`src/rtl/pipe_stage_reg.sv`:
```
// Two-entry inter-stage register (main + skid) with flush/freeze; one falling edge in-to-out, 1 entry/cycle.
// in_ready depends only on state, flush and freeze (never out_ready); downstream stalls are absorbed by the skid entry.
module pipe_stage_reg #(
    parameter int CTRL_W            = 12,
    parameter int DATA_W            = 128,
    parameter bit FLUSH_CLEARS_DATA = 1'b1,
    parameter int CNT_W             = 16
) (
    input  logic              clk,
    input  logic              rst,
    input  logic              flush,
    input  logic              freeze,
    input  logic              in_valid,
    output logic              in_ready,
    input  logic [CTRL_W-1:0] in_ctrl,
    input  logic [DATA_W-1:0] in_data,
    output logic              out_valid,
    input  logic              out_ready,
    output logic [CTRL_W-1:0] out_ctrl,
    output logic [DATA_W-1:0] out_data,
    output logic [1:0]        occupancy,
    input  logic              cnt_clr,
    output logic [CNT_W-1:0]  stall_cnt
);

    typedef enum logic [1:0] {
        ST_EMPTY = 2'd0,
        ST_ONE   = 2'd1,
        ST_FULL  = 2'd2
    } state_e;

    state_e              state_q, state_d;
    logic [CTRL_W-1:0]   m_ctrl_q, m_ctrl_d, s_ctrl_q, s_ctrl_d;
    logic [DATA_W-1:0]   m_data_q, m_data_d, s_data_q, s_data_d;
    logic [CNT_W-1:0]    stall_cnt_q, stall_cnt_d;
    logic                in_fire, out_fire;

    localparam logic [CNT_W-1:0] CNT_MAX = {CNT_W{1'b1}};

    always_comb begin
        in_ready  = ~flush & ~freeze & (state_q != ST_FULL);
        out_valid = (state_q != ST_EMPTY) & ~freeze;
        in_fire   = in_valid & in_ready;
        out_fire  = out_valid & out_ready;
        out_ctrl  = out_valid ? m_ctrl_q : '0;
        out_data  = m_data_q;
        stall_cnt = stall_cnt_q;
        case (state_q)
            ST_ONE:  occupancy = 2'd1;
            ST_FULL: occupancy = 2'd2;
            default: occupancy = 2'd0;
        endcase
    end

    always_comb begin
        state_d  = state_q;
        m_ctrl_d = m_ctrl_q;
        m_data_d = m_data_q;
        s_ctrl_d = s_ctrl_q;
        s_data_d = s_data_q;

        if (flush) begin
            state_d  = ST_EMPTY;
            m_ctrl_d = '0;
            s_ctrl_d = '0;
            if (FLUSH_CLEARS_DATA) begin
                m_data_d = '0;
                s_data_d = '0;
            end
        end else if (!freeze) begin
            case (state_q)
                ST_EMPTY: begin
                    if (in_fire) begin
                        state_d  = ST_ONE;
                        m_ctrl_d = in_ctrl;
                        m_data_d = in_data;
                    end
                end
                ST_ONE: begin
                    if (in_fire && out_fire) begin
                        m_ctrl_d = in_ctrl;
                        m_data_d = in_data;
                    end else if (in_fire) begin
                        state_d  = ST_FULL;
                        s_ctrl_d = in_ctrl;
                        s_data_d = in_data;
                    end else if (out_fire) begin
                        state_d = ST_EMPTY;
                    end
                end
                ST_FULL: begin
                    // in_ready is low here, so only a drain can happen
                    if (out_fire) begin
                        state_d  = ST_ONE;
                        m_ctrl_d = s_ctrl_q;
                        m_data_d = s_data_q;
                    end
                end
                default: state_d = ST_EMPTY;
            endcase
        end
    end

    always_comb begin
        stall_cnt_d = stall_cnt_q;
        if (cnt_clr) begin
            stall_cnt_d = '0;
        end else if (out_valid && !out_ready && stall_cnt_q != CNT_MAX) begin
            stall_cnt_d = stall_cnt_q + 1'b1;
        end
    end

    // Falling-edge update keeps this stage aligned with the rest of the pipeline registers.
    always_ff @(negedge clk) begin
        if (rst) begin
            state_q     <= ST_EMPTY;
            m_ctrl_q    <= '0;
            m_data_q    <= '0;
            s_ctrl_q    <= '0;
            s_data_q    <= '0;
            stall_cnt_q <= '0;
        end else begin
            state_q     <= state_d;
            m_ctrl_q    <= m_ctrl_d;
            m_data_q    <= m_data_d;
            s_ctrl_q    <= s_ctrl_d;
            s_data_q    <= s_data_d;
            stall_cnt_q <= stall_cnt_d;
        end
    end

endmodule

```
`config.mk`:
```
export PLATFORM = sky130hd
export DESIGN_NAME = pipe_stage_reg
export DESIGN_NICKNAME = d
export VERILOG_FILES = /design/src/rtl/pipe_stage_reg.sv
export SDC_FILE = /design/constraint.sdc
export NUM_CORES = 1
export LEC_CHECK = 0
export ABC_AREA = 1
export CAP_MARGIN = 20
export CORE_MARGIN = 1
export CORE_UTILIZATION = 38
export DETAILED_ROUTE_END_ITERATION = 10
export GPL_TIMING_DRIVEN = 1
export PLACE_DENSITY = 0.71
export REMOVE_ABC_BUFFERS = 1
export SETUP_SLACK_MARGIN = 0.3
export SLEW_MARGIN = 20
export SYNTH_ARGS = -nofsm -noshare
export SYNTH_HDL_FRONTEND = slang
export SYNTH_SLANG_ARGS = --single-unit
```
`constraint.sdc`:
```
create_clock -name clk -period 2.01 [get_ports clk]
set_input_delay 0.402 -clock clk [delete_from_list [all_inputs] [get_ports clk]]
set_output_delay 0.402 -clock clk [all_outputs]
set_load 0.05 [all_outputs]
```
==> results.sh <==
export IMPL_overflow=0
export IMPL_total_power_mw=17.90
export IMPL_maxCapViolCount=0
export IMPL_grt_usage_pct=31.26
export IMPL_synth_top_cell_area_share_pct=44.71
export IMPL_irDropWorstVdd_mv=0.5730
export IMPL_syn_inst=2002
export IMPL_num_nets_final=2893
export IMPL_wirelength_um=62640
export IMPL_ys_flop_type="dfxtp_1"
export IMPL_slowest_stage="dfxtp_4"
export IMPL_grt_start_max_net_pins=76
export IMPL_cts_num_sinks=298
export IMPL_placedCellCount=2750
export IMPL_hpwl_um=27560
export IMPL_first_pass_iters=9
export IMPL_grt_pass1_vias=16980
export IMPL_grt_pass1_wl_um=88040
export IMPL_routed_via_density=5.311
export IMPL_fin_ws_ns=-0.9302
export IMPL_layout_commonest_cell="nand2_1"
export IMPL_timing_rr_end="s_data_q[103]$_SDFFE_NP0P_"
export IMPL_reg2reg_slack_ns=-0.42
export IMPL_worst_ep_arrival_time_ns=2.54
export IMPL_holdCritStartpoint="s_data_q[101]$_SDFFE_NP0P_"
export IMPL_dieArea_mm2=0.03587
export IMPL_fin_area_mm2=0.02518
export IMPL_crit_required_ns=1.61
export IMPL_antenna_left=0
export IMPL_clk_latency_ns=0.62
export IMPL_h_tree_depth=2
export IMPL_yosys_area_share_simple_pct=39.10
export IMPL_power_switching_mw=5.899
export IMPL_drt_initial_drc_count=1751
export IMPL_worstPathCellList="buf_6, nor2_4, nor2_4, buf_6, buf_12"
export IMPL_synthAdderAreaFrac_pct=0.09377
export IMPL_synth_async_reset_ratio_pct=0
export IMPL_clock_skew_ns=0.05637
export IMPL_crit_type="reg2out"
export IMPL_crit_path_start="state_q[0]$_SDFFE_NP0P_"
export IMPL_seq_area_frac_synth_pct=44.71
export IMPL_outcome="complete, but fails checks"
export IMPL_area_growth_pct=88.75
export IMPL_port_buffers=306
export IMPL_p_per_area_mw_per_mm2=710.9
export IMPL_antenna_found_initial=1
export IMPL_syn_area_per_cell_um2=6.665
export IMPL_numCtsBuffers=36
export IMPL_dieWidth_um=189.4
export IMPL_placementRows=68
export IMPL_final_core_util_pct=72.91
export IMPL_gp_congestion=0.9243
export IMPL_p_int_mw=12.00
export IMPL_p_leak_nw=12.21
export IMPL_vias=17113
export IMPL_crit_path_start_kind="flip-flop"
export IMPL_slew_viol_final=0
export IMPL_placed_cell_area_mm2=0.01908
export IMPL_pwr_share_comb_pct=14.3
export IMPL_ys_seq_elements=298
export IMPL_sw_frac_of_total_pct=32.95
export IMPL_wire_per_inst_um=19.44
export IMPL_synth_area_leaders="dfxtp_1, nand2_1, nor2_1"
export IMPL_hp_class="reg2reg"
export IMPL_rsz0062_at_grt="yes"
export IMPL_max_slew_margin_pct=44.06
export IMPL_clockPowerShare_pct=51.3
export IMPL_netlist_top_cell_by_area="dfxtp_1"
export IMPL_ctsHoldBuffers=0
export IMPL_drc=0
export IMPL_hold_depth=2
export IMPL_seq_power_share_pct=34.3
export IMPL_coreArea_mm2=0.03454
export IMPL_synth_top_family_by_area="simple AND/OR/NAND/NOR gates"
export IMPL_yosysWarningCount=0
export IMPL_drive_above_1_share_pct=29.96
export IMPL_whs_endpoint="s_data_q[101]$_SDFFE_NP0P_"
export IMPL_mostFrequentLayoutCells="nand2_1, inv_1, nor2_1, buf_12, dfxtp_1"
export IMPL_io_pins=307
export IMPL_finalHoldViolations=0
export IMPL_violations="negative setup slack"
export IMPL_synthXorXnorAreaFrac_pct=0.3282
export IMPL_crit_buf_inv=3
export IMPL_endpoint_kind="output port"
export IMPL_fp_dieH_um=189.4
export IMPL_cts_buffer_depth=3
export IMPL_clk_pin_slew_ns=0.04
export IMPL_setup_viol=453
export IMPL_worstRegToRegCells=15
export IMPL_r2r_start="state_q[1]$_SDFFE_NP0P_"
export IMPL_start_util_pct=38.63
export IMPL_fin_cells=3222
export IMPL_cts_tree="built"
export IMPL_crit_family="buffers and inverters"
export IMPL_worst_path_max_fanout=3
export IMPL_yosysUniqueCellTypes=24
export IMPL_synth_edf_count=0
export IMPL_n_antenna_cell=0
export IMPL_finalSetupTns_ns=-228.38
export IMPL_synth_compound_area_share_pct=9.171
export IMPL_synthMuxAreaShare_pct=0
export IMPL_synth_area_mm2=0.01334
export IMPL_slowest_delay_ns=0.36
export IMPL_cts_root_buf="clkbuf_16"
export IMPL_worst_slew_pin_slew_ns=0.8391
tightest hold or removal path, cell delays in order (launching register included):
cell     delay (ns)
dfxtp_1        0.33
o21ai_2        0.06
nor2_1         0.06
metrics by stage:
stage | setup slack, ns | hold WS, ns
6_report | -0.9302 | 0.4941
2_1_floorplan | -7.551 | 0.4782
5_1_grt | -0.9815 | 0.5264
4_1_cts | -0.9466 | 0.4905
3_5_place_dp | -1.293 | 0.4963
3_3_place_gp | -1.227 | 0.4910
worst max-delay path by stage:
stage	depth (start not counted)	slack (ns)	to
2_1_floorplan	3	-7.55	s_ctrl_q[4]$_SDFFE_NP0P_
3_3_place_gp	10	-1.23	s_data_q[74]$_SDFFE_NP0P_
3_5_place_dp	10	-1.29	s_data_q[102]$_SDFFE_NP0P_
4_1_cts	4	-0.95	out_ctrl[4]
5_1_grt	4	-0.98	out_ctrl[4]
6_report	5	-0.93	out_valid
cell families after synthesis:
kind of cell / count (synthesis)
AOI/OAI and AO/OA: 244
xor gates and xnor gates: 5
adders and majority gates: 1
buffers and inverters: 215
DFF: 298
and+or+nand+nor: 1239
timing repair:
action,CTS,global route
gates cloned,48,9
pin swaps,62,10
gates resized for setup,438,231
setup buffers,35,23
setup endpoints to repair,458,458
state kept, by name, summed over array words and instances, names as in the netlist:
name / count
m_ctrl_q: 12
out_data: 128
s_ctrl_q: 12
s_data_q: 128
stall_cnt: 16
state_q: 2
cell usage after synthesis (2+ instances only):
library cell,count
clkbuf_1,81
o21ai_0,186
o21ai_1,2
nand3b_1,129
buf_2,55
nand2_1,548
inv_1,72
nand4_1,7
inv_2,2
nand3_1,27
dfxtp_1,298
buf_1,4
a21oi_1,55
nand3_2,2
nor2_1,522
xor2_1,4
final cells by class:
type | instances | area, um^2
clock inverter | 321 | 1348
timing repair buffer | 548 | 8180
fill | 2437 | 9359
clock buffer | 37 | 925.9
tap | 455 | 569.3
multi-input combinational | 1490 | 7644
sequential | 298 | 6211
inverter | 73 | 306.5
per-layer routing:
metal	up-vias	GRT usage [%]	part of all wire [%]
met2	1091	51.48	47
met5	-	0	0
li1	7801	-	-
met1	7984	36.49	38
met3	237	9.286	11
met4	0	16.50	4.4
power by group through the flow:
stage	combinational, mW	sequential (mW)	clock, mW
5_1_grt	2.68	6.13	10.0
6_report	2.57	6.14	9.19
3_5_place_dp	1.96	6.23	0.897
3_3_place_gp	1.94	6.23	0.897
2_1_floorplan	0.682	6.45	0.897
4_1_cts	2.31	6.14	9.10
Note: power is estimated with default switching activity, not from simulation.
